==> src/rtl/gold_pkg.sv <==
// rtl/gold_pkg.sv - shared state encoding and parameter defaults for the gold counter
// Purpose : state enum and parameter defaults used by the gold counter controller,
//           its bus interface and the HUD gold-counter object (which must use the
//           same COUNT_W so the icon count lines up).
// Contents: COUNT_W, DEF_MAX_GOLD, DEF_SPEND_COST, DEF_COOLDOWN_FRAMES,
//           DEF_BLINK_PERIOD_FRAMES (only with GOLD_BLINK_EN), gold_state_t.
// Macro   : GOLD_BLINK_EN enables the HUD blink feature.
package gold_pkg;

  localparam int COUNT_W             = 3;
  localparam int DEF_MAX_GOLD        = 4;
  localparam int DEF_SPEND_COST      = 2;
  localparam int DEF_COOLDOWN_FRAMES = 8;
`ifdef GOLD_BLINK_EN
  localparam int DEF_BLINK_PERIOD_FRAMES = 16;
`endif

  typedef enum logic [1:0] {
    ST_IDLE     = 2'd0,
    ST_ADD      = 2'd1,
    ST_SPEND    = 2'd2,
    ST_WAIT_REL = 2'd3
  } gold_state_t;

endpackage

==> src/rtl/gold_count_ctrl_if.sv <==
// rtl/gold_count_ctrl_if.sv - game-logic/HUD bus of the gold counter controller
// Purpose : bundles the frame pulse, pickup level, spend handshake and the
//           count outputs of gold_count_ctrl.
// Signals : startOfFrame, gold_hit, spend_req        (game logic -> controller)
//           spend_grant, spend_deny, gold_count,
//           display_count, gold_full, blink          (controller -> game logic/HUD)
// Modports: master = game logic side, slave = gold_count_ctrl.
interface gold_count_ctrl_if;
  import gold_pkg::*;

  logic               startOfFrame;
  logic               gold_hit;
  logic               spend_req;
  logic               spend_grant;
  logic               spend_deny;
  logic [COUNT_W-1:0] gold_count;
  logic [COUNT_W-1:0] display_count;
  logic               gold_full;
  logic               blink;

  modport master (
    output startOfFrame, gold_hit, spend_req,
    input  spend_grant, spend_deny, gold_count, display_count, gold_full, blink
  );

  modport slave (
    input  startOfFrame, gold_hit, spend_req,
    output spend_grant, spend_deny, gold_count, display_count, gold_full, blink
  );

endinterface

==> src/rtl/gold_count_ctrl_frame_down_counter.sv <==
// rtl/gold_count_ctrl_frame_down_counter.sv - loadable per-frame down counter
// Purpose : counts frames down to zero. i_load has priority over i_tick, so a
//           load never decrements in the same cycle. With RELOAD set, a tick
//           while already at zero reloads i_load_val (periodic mode); otherwise
//           the counter parks at zero.
// Ports   : clk, rst_n (async active-low), i_load, i_load_val[W], i_tick,
//           o_zero (count == 0).
module frame_down_counter #(
  parameter int W      = 4,
  parameter bit RELOAD = 1'b0
) (
  input  logic         clk,
  input  logic         rst_n,
  input  logic         i_load,
  input  logic [W-1:0] i_load_val,
  input  logic         i_tick,
  output logic         o_zero
);

  logic [W-1:0] r_count;

  always_ff @(posedge clk or negedge rst_n) begin
    if (!rst_n) begin
      r_count <= '0;
    end else if (i_load) begin
      r_count <= i_load_val;
    end else if (i_tick) begin
      if (r_count != '0) begin
        r_count <= r_count - W'(1);
      end else if (RELOAD) begin
        r_count <= i_load_val;
      end
    end
  end

  assign o_zero = (r_count == '0);

endmodule

==> src/rtl/gold_count_ctrl.sv <==
// rtl/gold_count_ctrl.sv - player gold tally, pickup debounce and spend arbitration
// Purpose : turns multi-cycle gold collision levels into single debounced
//           pickups (edge detect + frame cooldown + one-deep pending slot),
//           arbitrates spend requests with a grant/deny pulse, and publishes a
//           frame-synchronous display count for the HUD counter object.
// Ports   : clk            system clock
//           resetN         asynchronous active-low reset
//           bus (slave)    startOfFrame, gold_hit, spend_req in;
//                          spend_grant, spend_deny, gold_count, display_count,
//                          gold_full, blink out
// Macro   : GOLD_BLINK_EN builds the blink period counter; otherwise blink is 0.
module gold_count_ctrl
  import gold_pkg::*;
#(
  parameter int MAX_GOLD        = DEF_MAX_GOLD,
  parameter int SPEND_COST      = DEF_SPEND_COST,
  parameter int COOLDOWN_FRAMES = DEF_COOLDOWN_FRAMES
`ifdef GOLD_BLINK_EN
  ,
  parameter int BLINK_PERIOD_FRAMES = DEF_BLINK_PERIOD_FRAMES
`endif
) (
  input  logic             clk,
  input  logic             resetN,
  gold_count_ctrl_if.slave bus
);

  // Arithmetic is done one bit wider than the count so +1 at the top cannot wrap
  // before the clamp, and the spend compare sees the true magnitude.
  localparam int CW1  = COUNT_W + 1;
  localparam int CD_W = $clog2(COOLDOWN_FRAMES + 1);
  localparam logic [COUNT_W:0] MAX_EXT  = CW1'(MAX_GOLD);
  localparam logic [COUNT_W:0] COST_EXT = CW1'(SPEND_COST);

  gold_state_t        r_state;
  gold_state_t        w_state_nxt;
  logic [COUNT_W-1:0] r_count;
  logic [COUNT_W-1:0] w_count_nxt;
  logic [COUNT_W-1:0] r_display;
  logic               r_pending;
  logic               w_pending_nxt;
  logic               r_gold_hit_d;
  logic               r_grant;
  logic               w_grant_nxt;
  logic               r_deny;
  logic               w_deny_nxt;
  logic               w_hit_edge;
  logic               w_take_edge;
  logic               w_cd_zero;
  logic               w_cd_load;
  logic               w_full;
  logic [COUNT_W:0]   w_count_ext;
  logic [COUNT_W:0]   w_inc;

  assign w_hit_edge  = bus.gold_hit & ~r_gold_hit_d;
  // Edges inside the cooldown window are dropped outright, never queued.
  assign w_take_edge = w_hit_edge & w_cd_zero;
  assign w_count_ext = {1'b0, r_count};
  assign w_inc       = w_count_ext + CW1'(1);
  assign w_full      = (r_count == COUNT_W'(MAX_GOLD));

  // Cooldown: loaded by ST_ADD, counts frames down, edges accepted only at zero.
  frame_down_counter #(
    .W      (CD_W),
    .RELOAD (1'b0)
  ) u_cooldown (
    .clk        (clk),
    .rst_n      (resetN),
    .i_load     (w_cd_load),
    .i_load_val (CD_W'(COOLDOWN_FRAMES)),
    .i_tick     (bus.startOfFrame),
    .o_zero     (w_cd_zero)
  );

  always_ff @(posedge clk or negedge resetN) begin
    if (!resetN) begin
      r_state <= ST_IDLE;
    end else begin
      r_state <= w_state_nxt;
    end
  end

  always_comb begin
    w_state_nxt   = r_state;
    w_count_nxt   = r_count;
    w_pending_nxt = r_pending;
    w_grant_nxt   = 1'b0;
    w_deny_nxt    = 1'b0;
    w_cd_load     = 1'b0;

    case (r_state)
      ST_IDLE: begin
        // Pickup wins over a simultaneous spend; the spend request is a held
        // level, so it is picked up again once we are back in idle.
        if (w_take_edge || r_pending) begin
          w_state_nxt = ST_ADD;
        end else if (bus.spend_req) begin
          w_state_nxt = ST_SPEND;
        end
      end
      ST_ADD: begin
        // A pickup while full still consumes the edge and restarts cooldown.
        w_count_nxt   = (w_inc > MAX_EXT) ? COUNT_W'(MAX_EXT) : COUNT_W'(w_inc);
        w_pending_nxt = 1'b0;
        w_cd_load     = 1'b1;
        w_state_nxt   = ST_IDLE;
      end
      ST_SPEND: begin
        if (w_count_ext >= COST_EXT) begin
          w_count_nxt = COUNT_W'(w_count_ext - COST_EXT);
          w_grant_nxt = 1'b1;
        end else begin
          w_deny_nxt  = 1'b1;
        end
        w_state_nxt = ST_WAIT_REL;
      end
      ST_WAIT_REL: begin
        // Holding the request here guarantees it is answered only once.
        if (!bus.spend_req) begin
          w_state_nxt = ST_IDLE;
        end
      end
      default: begin
        w_state_nxt = ST_IDLE;
      end
    endcase

    // An accepted edge that arrives while busy is parked in the single pending
    // slot; it is applied after the clear above so it is never lost.
    if (w_take_edge && (r_state != ST_IDLE)) begin
      w_pending_nxt = 1'b1;
    end
  end

  always_ff @(posedge clk or negedge resetN) begin
    if (!resetN) begin
      r_count      <= '0;
      r_display    <= '0;
      r_pending    <= 1'b0;
      r_gold_hit_d <= 1'b0;
      r_grant      <= 1'b0;
      r_deny       <= 1'b0;
    end else begin
      r_count      <= w_count_nxt;
      r_pending    <= w_pending_nxt;
      r_gold_hit_d <= bus.gold_hit;
      r_grant      <= w_grant_nxt;
      r_deny       <= w_deny_nxt;
      // Samples the registered count, so a coinciding add/spend shows up on
      // the HUD one frame later rather than mid-frame.
      if (bus.startOfFrame) begin
        r_display <= r_count;
      end
    end
  end

`ifdef GOLD_BLINK_EN
  localparam int BL_W = $clog2(BLINK_PERIOD_FRAMES + 1);

  logic w_blink_zero;
  logic r_blink;

  // Held at PERIOD-1 while not full, so the first toggle comes after a full
  // period of frames spent at MAX_GOLD.
  frame_down_counter #(
    .W      (BL_W),
    .RELOAD (1'b1)
  ) u_blink_cnt (
    .clk        (clk),
    .rst_n      (resetN),
    .i_load     (~w_full),
    .i_load_val (BL_W'(BLINK_PERIOD_FRAMES - 1)),
    .i_tick     (bus.startOfFrame),
    .o_zero     (w_blink_zero)
  );

  always_ff @(posedge clk or negedge resetN) begin
    if (!resetN) begin
      r_blink <= 1'b0;
    end else if (!w_full) begin
      r_blink <= 1'b0;
    end else if (bus.startOfFrame && w_blink_zero) begin
      r_blink <= ~r_blink;
    end
  end

  assign bus.blink = r_blink;
`else
  assign bus.blink = 1'b0;
`endif

  assign bus.spend_grant   = r_grant;
  assign bus.spend_deny    = r_deny;
  assign bus.gold_count    = r_count;
  assign bus.display_count = r_display;
  assign bus.gold_full     = w_full;

endmodule

==> src/flat_wrapper.sv <==
// flat-port wrapper written by rule: the top's interface ports become plain ports
module gold_count_ctrl_flat import gold_pkg::*;
#(
  parameter int MAX_GOLD        = DEF_MAX_GOLD,
  parameter int SPEND_COST      = DEF_SPEND_COST,
  parameter int COOLDOWN_FRAMES = DEF_COOLDOWN_FRAMES

)
  (clk, resetN, bus_startOfFrame, bus_gold_hit, bus_spend_req, bus_spend_grant, bus_spend_deny, bus_gold_count, bus_display_count, bus_gold_full, bus_blink);
  gold_count_ctrl_if bus_i ();
  input  logic clk;
  input  logic resetN;
  input wire logic [$bits(bus_i.startOfFrame)-1:0] bus_startOfFrame;
  input wire logic [$bits(bus_i.gold_hit)-1:0] bus_gold_hit;
  input wire logic [$bits(bus_i.spend_req)-1:0] bus_spend_req;
  output wire logic [$bits(bus_i.spend_grant)-1:0] bus_spend_grant;
  output wire logic [$bits(bus_i.spend_deny)-1:0] bus_spend_deny;
  output wire logic [$bits(bus_i.gold_count)-1:0] bus_gold_count;
  output wire logic [$bits(bus_i.display_count)-1:0] bus_display_count;
  output wire logic [$bits(bus_i.gold_full)-1:0] bus_gold_full;
  output wire logic [$bits(bus_i.blink)-1:0] bus_blink;
  assign bus_i.startOfFrame = bus_startOfFrame;
  assign bus_i.gold_hit = bus_gold_hit;
  assign bus_i.spend_req = bus_spend_req;
  assign bus_spend_grant = bus_i.spend_grant;
  assign bus_spend_deny = bus_i.spend_deny;
  assign bus_gold_count = bus_i.gold_count;
  assign bus_display_count = bus_i.display_count;
  assign bus_gold_full = bus_i.gold_full;
  assign bus_blink = bus_i.blink;
  gold_count_ctrl #(.MAX_GOLD(MAX_GOLD), .SPEND_COST(SPEND_COST), .COOLDOWN_FRAMES(COOLDOWN_FRAMES)) u_core (.clk(clk), .resetN(resetN), .bus(bus_i));
endmodule
==> config.mk <==
export PLATFORM = sky130hd
export DESIGN_NAME = gold_count_ctrl_flat
export DESIGN_NICKNAME = d
export VERILOG_FILES = /design/src/rtl/gold_pkg.sv /design/src/rtl/gold_count_ctrl_if.sv /design/src/rtl/gold_count_ctrl_frame_down_counter.sv /design/src/rtl/gold_count_ctrl.sv /design/src/flat_wrapper.sv
export SDC_FILE = /design/constraint.sdc
export NUM_CORES = 1
export LEC_CHECK = 0
export CORE_MARGIN = 4
export CORE_UTILIZATION = 35
export DETAILED_ROUTE_END_ITERATION = 16
export DONT_BUFFER_PORTS = 1
export PLACE_DENSITY = 0.6
export SYNTH_ARGS = -nofsm -noshare
export SYNTH_HDL_FRONTEND = slang
export SYNTH_SLANG_ARGS = --single-unit
==> constraint.sdc <==
create_clock -name clk -period 2.3 [get_ports clk]
set_clock_uncertainty 0.15 [all_clocks]
set_input_delay 0.575 -clock clk [delete_from_list [all_inputs] [get_ports clk]]
set_output_delay 0.575 -clock clk [all_outputs]
set_load 0.01 [all_outputs]
### Yosys cells after proc, flatten, opt, wreduce, memory -nomap -nowiden

Cells that the tools add are included.

| word-level totals | value |
|---|---|
| memories | 0 |
| output and inout bits | 10 |
| bits in registers | 16 |
| ROM bits | 0 |
| bits in latches | 0 |
| input bits | 5 |
| RAM bits | 0 |

| cells by class | value |
|---|---|
| $add $sub $neg | 3 |
| eq/ne operators | 7 |
| div/mod/pow operators | 0 |
| reductions and logical operators | 13 |
| multiply operators | 0 |
| bitwise logic cells | 3 |
| muxes and demuxes | 17 |
| order comparisons | 2 |
| shifts and indexed selects | 0 |

Operators with widths:

| cell | number |
|---|---|
| 2-to-1 mux 4 bit | 3 |
| nonzero test 2 bit | 5 |
| one-hot mux 2 bit (4 select lines) | 1 |
| 2-to-1 mux 1 bit | 7 |
| 2-to-1 mux 2 bit | 3 |
| 2-to-1 mux 3 bit | 2 |
| one-hot mux 3 bit (2 select lines) | 1 |
| AND reduction 2 bit | 3 |
| adder 3 x 1 -> 4 bit, second input constant | 1 |
| == test 2 bit, second input constant | 2 |
| greater-than comparator 4 x 3 -> 1 bit, second input constant | 1 |
| zero test 4 bit | 1 |
| nonzero test 4 bit | 1 |
| subtractor 4 x 1 -> 4 bit, second input constant | 1 |
| == test 3 bit, second input constant | 1 |
| greater-or-equal comparator 3 x 2 -> 1 bit, second input constant | 1 |
| != test 3 x 2 -> 1 bit, second input constant | 1 |
| subtractor 3 x 2 -> 3 bit, second input constant | 1 |
| AND 1 bit | 2 |
| == test 2 x 1 -> 1 bit, second input constant | 1 |
| zero test 2 bit | 1 |
| != test 2 x 1 -> 1 bit, second input constant | 1 |
| != test 2 bit, second input constant | 1 |
| logical AND 1 bit | 1 |
| other kinds (2) | 2 |

### Logic depth before layout (Yosys ltp)

Gate-level depths: netlist of the first run.

| depth | value |
|---|---|
| word-level depth | 6 |
| gate-level depth with buffers | 7 |

### Modules after synthesis

A second synthesis of the first run with hierarchy kept.

| unflattened totals | value |
|---|---|
| cell total of the unflattened synthesis | 90 |
| area total of the unflattened synthesis | 909.6 µm² |

By module, submodules not included:

| module | instances | area each (µm²) | cells an instance | sequential area each (µm²) |
|---|---|---|---|---|
| gold_count_ctrl | 1 | 661.9 | 62 | 300.3 |
| frame_down_counter | 1 | 247.7 | 28 | 100.1 |

### Worst setup path before layout of the first run

No wires, ideal clock.

| timing path | value |
|---|---|
| kind | flip-flop to flip-flop |
| start point | reg u_core.u_cooldown.r_count[0] |
| end point | reg u_core.r_pending |
| setup time | 0.063 ns |
| path slack | 0.571 ns |
| required time | 2.087 ns |
| data arrival time | 1.516 ns |
| buffers on the path | 1 |
| stages on the path, launching flop included | 8 |
| cells stage by stage | dfrtp_1 -> inv_1 -> ha_1 -> or3b_1 -> buf_6 -> nor3b_4 -> o21a_1 -> o22a_2 |

| between the ends | value |
|---|---|
| longest elaborated chain between the ends | 4 |
| elaborated cells between the ends (all ways) | 5 |
| classes of those cells | 1 x mux; 1 x bitwise; 3 x reduce/logical |

Ends and longest elaborated chain:

| element | RTL line | source |
|---|---|---|
| start, declared | gold_count_ctrl_frame_down_counter.sv:20 | `logic [W-1:0] r_count;` |
| start signal, assigned | gold_count_ctrl_frame_down_counter.sv:26 | `r_count <= i_load_val;` |
| start signal, assigned | gold_count_ctrl_frame_down_counter.sv:29 | `r_count <= r_count - W'(1);` |
| start signal, assigned | gold_count_ctrl_frame_down_counter.sv:31 | `r_count <= i_load_val;` |
| zero test 4 bit * | gold_count_ctrl_frame_down_counter.sv:36 | `assign o_zero = (r_count == '0);` |
| AND 1 bit * | gold_count_ctrl.sv:57 | `assign w_take_edge = w_hit_edge & w_cd_zero;` |
| logical AND 1 bit * | gold_count_ctrl.sv:130 | `if (w_take_edge && (r_state != ST_IDLE)) begin` |
| 2-to-1 mux 1 bit / nonzero test 2 bit (equally long branches) | n/a |  |
| end signal, assigned | gold_count_ctrl.sv:145 | `r_pending <= w_pending_nxt;` |
| end, declared | gold_count_ctrl.sv:40 | `logic r_pending;` |

Mark *: on every way between the ends. The rest lies on a longest branch, timed or not.
A chain may end at the register's enable or synchronous reset.

### Worst setup path in the final report of the first run

| timing path | value |
|---|---|
| start point | reg u_core.r_count[1], in the netlist u_core.bus.gold_count[1] |
| end point | out bus_gold_full |

| between the ends | value |
|---|---|
| longest elaborated chain between the ends | 1 |

Ends and longest elaborated chain:

| element | RTL line | source |
|---|---|---|
| start, declared | gold_count_ctrl.sv:37 | `logic [COUNT_W-1:0] r_count;` |
| start signal, assigned | gold_count_ctrl.sv:144 | `r_count <= w_count_nxt;` |
| == test 3 bit | gold_count_ctrl.sv:60 | `assign w_full = (r_count == COUNT_W'(MAX_GOLD));` |
| end, declared | flat_wrapper.sv:20 | `output wire logic [$bits(bus_i.gold_full)-1:0] bus_gold_full;` |

No other way between the ends.

==> metrics, run 1 <==
worst-path cell chain inv_1, ha_1, and2_1; Design Power 1.18 mW; max-cap violation count 0; gr usage total 10.0%; sequential share of the synthesized area 47.5%; synthesized area per cell 10.5 sq um; Finish-stage setup viols 0; synthesis-to-layout area growth 6.97%; outcome complete, no violations; antenna-violating nets left 0; Yosys warning total 0; syn nets between 90 and 100; share of layout cells above drive strength 1 a little over a tenth; CORE AREA 2250 sq um; Max Clk Rate 491 MHz; Power Density 1300 nW/um^2; initial core utilization 37.4%; num rows 17; synth cell count leaders 16 x dfrtp_1, 8 x ha_1, 6 x inv_1, 6 x nand2_1, 6 x nor2_1; Horiz. Die Dim roughly 57 microns; Worst path slowest cell dfrtp_1; grt ovf 0; setup TNS 0 ps; DR vias 543; RSZ-0062 raised after global routing false; Async SR Flop Fraction 100%; Final Critical Period ~2000 ps; vias in the first global route 538; post-synth cell types 27; gpl congestion 0.682; Top FF cell, synth dfrtp_1; H-tree Lvls 1; Worst Tran Pin Value between 700 and 800 ps; final WL approximately 1.4 mm; cell with the most instances after synthesis dfrtp_1; number of clock sinks 16; CP Launch Type register; Core Util, Final between 40% and 50%; Die Height 57.1 microns; pin count of the biggest net entering global routing 17; # port buffers 0; period utilization approximately nine tenths; max incr delay on CP 560 ps; TritonRoute pass-1 iters 4; final max-slew violation count 0; initial antenna violation count 0; Clock Tree Buf Depth 2; drt drc 0; Detail Placement HPWL 1.08 mm; Setup CP Type register to output port; Final nets between 90 and 100; CP endpoint kind output port; CP required 1570 ps; total of fill cells in the finished design 230; ANT cells 0; num ports 15; Root Driver clkbuf_4; CTS tree built; number of buffers created by CTS 3; Cells after Synth 80; CP max FO 9; cell accounting for the most synthesized area dfrtp_1; cell leakage power 0.421 nW; Vias/cell 4.94; top cell type's share of synthesized area a little under half; Final Hold Fails 0; worst rel slew slack 52.6%; first-pass GRT wire length 2.48 mm; Iteration-0 DRC Markers 5; cts repair resizes 0; EDFF count, synth 0; Max IR drop VDD around 0.63 mV; worst min path class input pin to register; DR WL/cell 12.5 microns; Post-Syn Area 843 sq um; Data arrival, critical path roughly 1300 ps; Worst-path clk slew 90 ps; DIE AREA 3260 sq um; Synth area leaders dfrtp_1 47%, ha_1 12%, mux2_2 4.0%; Skew-Pair Late Insertion Delay about 290 ps; FF+latch count, synth 16
path summary, 6_finish.rpt:
| kind | startpoint | to | slack, ps | cells after the start |
|---|---|---|---|---|
| worst max-delay path | u_core.bus.gold_count[1] | bus_gold_full | 260 | 3 |
| worst min-delay path | bus_gold_hit | u_core.r_gold_hit_d | 160 | 0 |
| worst max register to register | u_core.u_cooldown.r_count[0] | u_core.r_pending | 460 | 6 |
| worst min register to register | u_core.r_pending | u_core.r_pending | 380 | 1 |
| max in group asynchronous | resetN | u_core.r_pending | 930 | 1 |
| min in group asynchronous | resetN | u_core.bus.gold_count[0] | 620 | 1 |
critical path: cells and delay by family (launching register included):
| kind | cells | cell delay (ps) |
|---|---|---|
| flip-flops | 1 | 560 |
| adder cells (fa/ha/maj) | 1 | 190 |
| AND/OR/NAND/NOR | 1 | 160 |
| buffers and inverters | 1 | 110 |
state kept, by name (all words and copies together) (netlist names):
signal,cells
u_core.r_pending,1
u_core.bus.spend_deny,1
u_core.r_gold_hit_d,1
u_core.u_cooldown.r_count,4
u_core.bus.gold_count,3
u_core.r_state,2
u_core.bus.display_count,3
u_core.bus.spend_grant,1
timing repair:
item / CTS / global route
setup endpoints to repair: 0 / 0
hold buffers: 1 / 0
endpoints found under the hold margin: 16 / 0
buffers inserted: 0 / 0
cell type report:
cell class                      instances  area (sq um)  area share (%)
Timing Repair Buffer                    1          10.0            1.11
Sequential cell                        16           400            44.4
Inverter                                6          22.5            2.50
Tap cell                               28          35.0            3.88
Multi-Input combinational cell         55           398            44.1
Clock buffer                            4          36.3            4.02
report_power, final:
| part | leakage, nW | switching (mW) | internal, mW | total, mW |
|---|---|---|---|---|
| Combinational | 0.207 | 0.236 | 0.200 | 0.436 |
| Sequential | 0.193 | 0.153 | 0.402 | 0.554 |
| Clock | 0.0210 | 0.0896 | 0.0965 | 0.186 |
stage by stage:
stage	setup slack (ps)	instances	hold WS, ps	cell area [sq um]
2_1_floorplan	571	80	129	843
3_3_place_gp	542	105	130	856
3_5_place_dp	470	105	130	856
4_1_cts	233	110	143	902
5_1_grt	158	110	132	902
6_report	264	110	157	902
per-layer routing:
metal	track usage (%)	part of all wire, %	vias to the layer above
met1	11.4	46	260
li1	-	-	270
met2	16.2	47	11
met4	4.97	1.5	0
met3	4.30	5.5	2
met5	0	0	-
cells by family after synthesis:
logic type | count (synthesis) | share of synthesized area [%]
adder cells (fa/ha/maj) | 8 | 11.9
other | 1 | 0.445
multiplexers | 3 | 4.01
XOR/XNOR | 4 | 4.16
AO/OA/AOI/OAI | 15 | 11.4
AND/OR/NAND/NOR | 24 | 15.3
buffers and inverters | 9 | 5.34
flip-flops | 16 | 47.5
layout by cell type (no fill, tap or decap), types with 2 or more instances in the layout:
cell	instances
dfrtp_1	16
ha_1	8
inv_1	6
nand2_1	6
nor2_1	6
o21ai_0	5
a21oi_1	4
nand2b_1	3
nand3_1	3
mux2_2	3
clkbuf_4	3
xnor2_1	2
nor3_1	2
xor2_1	2
(Power assumes the default switching activity.)
==> inputs of run 2 (changes only) <==
--- a/config.mk
+++ b/config.mk
@@ -12,4 +12,5 @@
 export PLACE_DENSITY = 0.6
 export SYNTH_ARGS = -nofsm -noshare
 export SYNTH_HDL_FRONTEND = slang
+export SYNTH_HIERARCHICAL = 1
 export SYNTH_SLANG_ARGS = --single-unit
==> run 2 against run 1 <==
  * Critical path depth unchanged
  * Power increased by 8.5%
  * Flip-flop and latch count unchanged
  * Register-to-register slack about the same
==> metrics, run 2 <==
ANT cells 0; top cell type's share of synthesized area around 44%; num rows 18; gr usage total roughly 11%; initial core utilization 36.7%; CTS tree built; Vias/cell between 5 and 6; Setup CP Type register to output port; Worst-path clk slew 90 ps; DIE AREA roughly 3500 sq um; Post-CTS Setup Inserts 0; Top FF cell, synth dfrtp_1; Clock Tree Buf Depth 2; FF+latch count, synth 16; max FFs per register 4; Synth area leaders dfrtp_1 44%, ha_1 8.3%, mux2_1 3.7%; Power Density 1290 nW/um^2; EDFF count, synth 0; Worst Tran Pin Value 763 ps; placed cells roughly 120; RSZ-0062 raised after global routing false; Finish-stage setup viols 0; Final Critical Period 1990 ps; number of buffers created by CTS 3; Iteration-0 DRC Markers 22; Final Hold Fails 0; Async SR Flop Fraction 100%; Post-Syn Area 910 sq um; H-tree Lvls 1; Die Height between 50 and 60 microns; final max-slew violation count 0; worst min path class input pin to register; final WL approximately 1.6 mm; cell leakage power around 0.47 nW; num ports 15; drt drc 0; Reg with most FFs u_core/u_cooldown/r_count; synthesis-to-layout area growth 8.80%; outcome complete, no violations; Data arrival, critical path 1260 ps; Skew-Pair Late Insertion Delay 280 ps; synthesized area per cell 10.1 sq um; Final nets 108; Min-Delay Path Depth 0; vias in the first global route 621; Reg2Reg Depth 6; Yosys warning total 6; commonest non-fill, non-tap cells in the layout 16 x dfrtp_1, 8 x inv_1, 6 x ha_1, 5 x nand2_1, 5 x conb_1; antenna-violating nets left 0; period utilization 86.4%; grt ovf 0; CP required 1570 ps; sequential share of the synthesized area 44.0%; Cells after Synth 90; worst rel slew slack 49.0%; Horiz. Die Dim 59.0 microns; CP endpoint kind output port; CORE AREA between 2000 and 2500 sq um; post-synth cell types 41; first-pass GRT wire length ~2.8 mm; share of layout cells above drive strength 1 between 10% and 20%; CP max FO 8; gpl congestion about 0.73; number of clock sinks 16; TritonRoute pass-1 iters 4; cell with the most instances after synthesis dfrtp_1; CP Launch Type register; max-cap violation count 0; DR WL/cell 13.0 microns; Detail Placement HPWL between 1 and 1.5 mm; DR vias 633; Root Driver clkbuf_4; cell accounting for the most synthesized area dfrtp_1; # port buffers 0; synth cell count leaders 16 x dfrtp_1, 8 x inv_1, 6 x ha_1; Max Clk Rate 503 MHz; initial antenna violation count 0; Max IR drop VDD roughly 0.56 mV; pin count of the biggest net entering global routing 17; fin cells 126; setup TNS 0 ps; most common cell after layout, fill and taps aside dfrtp_1
[run 2: cell types whose count changed after synthesis, sizes merged, moves of 2 or more]
| cell | previous run | this run |
|---|---|---|
| inv | 6 | 10 |
| and3b | 0 | 3 |
| nand3 | 3 | 0 |
| buf | 2 | 4 |
| ha | 8 | 6 |
| nor2 | 6 | 4 |
| nor2b | 0 | 2 |
| xor2 | 2 | 0 |
[run 2: final cells by class]
class	count	area [sq um]
inverters	11	41.3
well taps	30	37.5
repair buffers	3	25.0
fillers	249	1490
flip-flops and latches	16	400
clock buffers	4	36.3
multi-input cells	62	449
[run 2: routing by layer]
layer,vias up,routed length [microns],GRT usage (%)
met4,0,15,2.91
met5,-,0,0
met3,2,112,5.01
li1,321,-,-
met2,13,750,18.1
met1,297,756,12.4
[run 2: metrics by stage]
step | setup WS, ps | power [mW] | hold slack, ps | cell area (sq um) | util (%)
6_report | 313 | 1.28 | 163 | 990 | 39.9
5_1_grt | 241 | 1.40 | 135 | 990 | 39.9
4_1_cts | 291 | 1.30 | 147 | 990 | 39.9
3_5_place_dp | 482 | 1.10 | 130 | 943 | 38.1
3_3_place_gp | 527 | 1.07 | 130 | 943 | 38.1
2_1_floorplan | 560 | 0.992 | 129 | 921 | -
[run 2: timing repair]
action | in CTS | in global routing
endpoints found under the setup margin | 0 | 0
gates resized for setup | 0 | 0
endpoints found under the hold margin | 16 | 0
hold buffers | 1 | 0
[run 2: power by group]
| part | total [mW] | switching (mW) | internal, mW |
|---|---|---|---|
| Combinational | 0.520 | 0.262 | 0.258 |
| Sequential | 0.576 | 0.173 | 0.404 |
| Clock | 0.181 | 0.0842 | 0.0963 |
| Total | 1.28 | 0.519 | 0.758 |
[run 2: worst paths after layout]
check,slack (ps),to,from
setup reg to reg,470,u_core/bus.gold_count[2],u_core/bus.gold_count[2]
max in group asynchronous,870,u_core/u_cooldown/r_count[2],resetN
setup / recovery,310,bus_gold_full,u_core/bus.gold_count[0]
min in group asynchronous,650,u_core/u_cooldown/r_count[1],resetN
hold / removal,160,u_core/r_gold_hit_d,bus_gold_hit
hold reg to reg,340,u_core/r_state[1],u_core/r_pending
[run 2: logic make-up (layout without fill, tap and decap cells)]
group                      after synthesis  count (layout)  synth area share (%)
and+or+nand+nor                         27              27                  19.1
AOI/OAI and AO/OA                       20              20                  15.3
DFF                                     16              16                  44.0
buffers and inverters                   15              18                  7.84
adders and majority gates                6               6                  8.25
muxes                                    3               3                  3.71
other                                    2               5                 0.826
xor gates and xnor gates                 1               1                 0.963
[run 2: worst max-delay path, stage by stage (launching register included)]
cell and delay (ps):
dfrtp_1 520, inv_1 90, ha_1 190, and2_1 180
==> inputs of run 3 (changes only) <==
--- a/config.mk
+++ b/config.mk
@@ -6,10 +6,11 @@
 export NUM_CORES = 1
 export LEC_CHECK = 0
 export CORE_MARGIN = 4
-export CORE_UTILIZATION = 35
+export CORE_UTILIZATION = 28
 export DETAILED_ROUTE_END_ITERATION = 16
 export DONT_BUFFER_PORTS = 1
-export PLACE_DENSITY = 0.6
+export GPL_TIMING_DRIVEN = 0
+export PLACE_DENSITY = 0.54
 export SYNTH_ARGS = -nofsm -noshare
 export SYNTH_HDL_FRONTEND = slang
 export SYNTH_HIERARCHICAL = 1
==> constraint.sdc (replaced) <==
create_clock -name clk -period 1.6 [get_ports clk]
set_clock_uncertainty 0.15 [all_clocks]
set_input_delay 0.4 -clock clk [delete_from_list [all_inputs] [get_ports clk]]
set_output_delay 0.4 -clock clk [all_outputs]
set_load 0.01 [all_outputs]
==> run 3 against run 2 <==
  * The run now ends with negative setup slack left
  * Critical endpoint unchanged
  * Final cell count rose by 21%
  * Routed wire length increased by 9.1%
  * First-iteration DRC count up 9.1%
  * Clock power is 49% higher
  * Power grew 80%
  * Cell area rose by 21%
  * Sequential power rose by 42%
  * Clock-buffer cell count did not move
  * Die area up 21%
  * Sequential share of layout area fell by 6.8 points
==> metrics, run 3 (synthesis results as in run 2) <==
Final nets 121; # port buffers 0; share of layout cells above drive strength 1 a little under two fifths; storage element area 404 sq um; cell leakage power 0.550 nW; num ports 15; Vias/cell 4.61; Iteration-0 DRC Markers 24; setup TNS -268 ps; initial antenna violation count 0; Core Util, Final 39.1%; Clock power frac between 10% and 20%; first-pass GRT wire length approximately 2.9 mm; max-cap violation count 0; worst-path cell chain inv_4, ha_4, and2_4; logic gate share of total power a little over half; Net Sw Power 894 uW; Worst-path clk slew 100 ps; outcome finished with violations; Worst Tran Pin Value 689 ps; gpl congestion 0.720; Final Hold Fails 0; synthesis-to-layout area growth 32.2%; Die Height around 65 microns; Detail Placement HPWL 1.24 mm; pin count of the biggest net entering global routing 17; failing checks negative setup slack; worst slack, placed -258 ps; Worst path slowest cell dfrtp_2; gr usage total between 8 and 9%; Root Driver clkbuf_4; RSZ-0062 raised after global routing true; vias in the first global route 665; number of clock sinks 16; most common cell after layout, fill and taps aside dfrtp_1; placed cells 137; worst min path class input pin to register; DIE AREA 4220 sq um; TritonRoute pass-1 iters 3; CP endpoint kind output port; final WL 1.78 mm; Clock Tree Buf Depth 2; CP max FO 8; Final Critical Period 1740 ps; DR WL/cell 11.7 microns; grt ovf 0; PnR worst setup slack -138 ps; CTS tree built; area of the multi-input gates 528 sq um; CP Launch Type register; Max IR drop VDD around 0.38 mV; Seq pwr share 35.6%; initial core utilization 29.6%; commonest non-fill, non-tap cells in the layout 13 x dfrtp_1, 12 x buf_4, 6 x inv_1, 5 x nand2_1, 5 x conb_1; Horiz. Die Dim 65.0 microns; DR vias approximately 710; H-tree Lvls 1; number of buffers created by CTS 3; Sw Share 38.9%; ANT cells 0; Max Clk Rate 576 MHz; num rows 20; Reg with most FFs u_core/u_cooldown/r_count; CP required roughly 1100 ps; total of fill cells in the finished design 310; period utilization 109%; Data arrival, critical path 1190 ps; Skew-Pair Late Insertion Delay 280 ps; Int Pwr about 1.4 mW; worst rel slew slack 53.9%; Finish-stage setup viols 4; Power Density ~1900 nW/um^2; CORE AREA 3080 sq um; max FFs per register 4; antenna-violating nets left 0; final max-slew violation count 0; fin cells 153; R2R Setup Slk -90 ps; max incr delay on CP approximately 510 ps; Setup CP Type register to output port; Min Hold Slack approximately 100 ps; drt drc 0
## run 3: area by class of cell
| type | count | area share (%) |
|---|---|---|
| repair buffers | 12 | 7.91 |
| multi-input cells | 62 | 43.9 |
| plain buffers | 4 | 3.12 |
| well taps | 44 | 4.58 |
| inverters | 11 | 3.85 |
| flip-flops and latches | 16 | 33.6 |
| clock buffers | 4 | 3.02 |
## run 3: through the flow
step	power [mW]	area, sq um
floorplan	1.44	927
global placement	1.60	982
detailed placement	1.62	982
CTS	2.10	1110
global route	2.51	1200
finish	2.30	1200
## run 3: critical path, delay by kind of cell, from the launching register on
family / cells / cell delay (ps)
adder cells (fa/ha/maj): 1 / 160
flip-flops: 1 / 510
buffers and inverters: 1 / 80
AND/OR/NAND/NOR: 1 / 150
## run 3: worst paths after layout
path / depth (start not counted) / from / to
hold reg to reg: 1 / u_core/r_pending / u_core/r_state[1]
min in group asynchronous: 1 / resetN / u_core/u_cooldown/r_count[3]
setup / recovery: 3 / u_core/bus.gold_count[1] / bus_gold_full
setup reg to reg: 6 / u_core/bus.gold_count[1] / u_core/bus.gold_count[2]
hold / removal: 1 / bus_startOfFrame / u_core/bus.display_count[1]
max in group asynchronous: 1 / resetN / u_core/bus.gold_count[1]
## run 3: timing repair
action,in CTS,in global routing
gates resized for setup,12,10
pin swaps,2,6
hold buffers,2,0
endpoints found under the setup margin,9,8
hold endpoints to repair,17,0
buffers inserted,4,6
## run 3: routing by layer
layer	part of all wire [%]	GRT usage (%)	up-vias
met5	0	0	-
met4	0.90	3.17	0
met3	4.1	2.08	2
met2	50	14.9	9
met1	45	9.84	343
li1	-	-	351
## run 3: power groups by stage
stage | Sequential, mW | Clock (mW) | Combinational, mW
4_1_cts | 0.821 | 0.276 | 0.999
2_1_floorplan | 0.766 | 0 | 0.674
5_1_grt | 0.846 | 0.295 | 1.37
3_5_place_dp | 0.830 | 0 | 0.793
6_report | 0.819 | 0.270 | 1.21
3_3_place_gp | 0.820 | 0 | 0.775
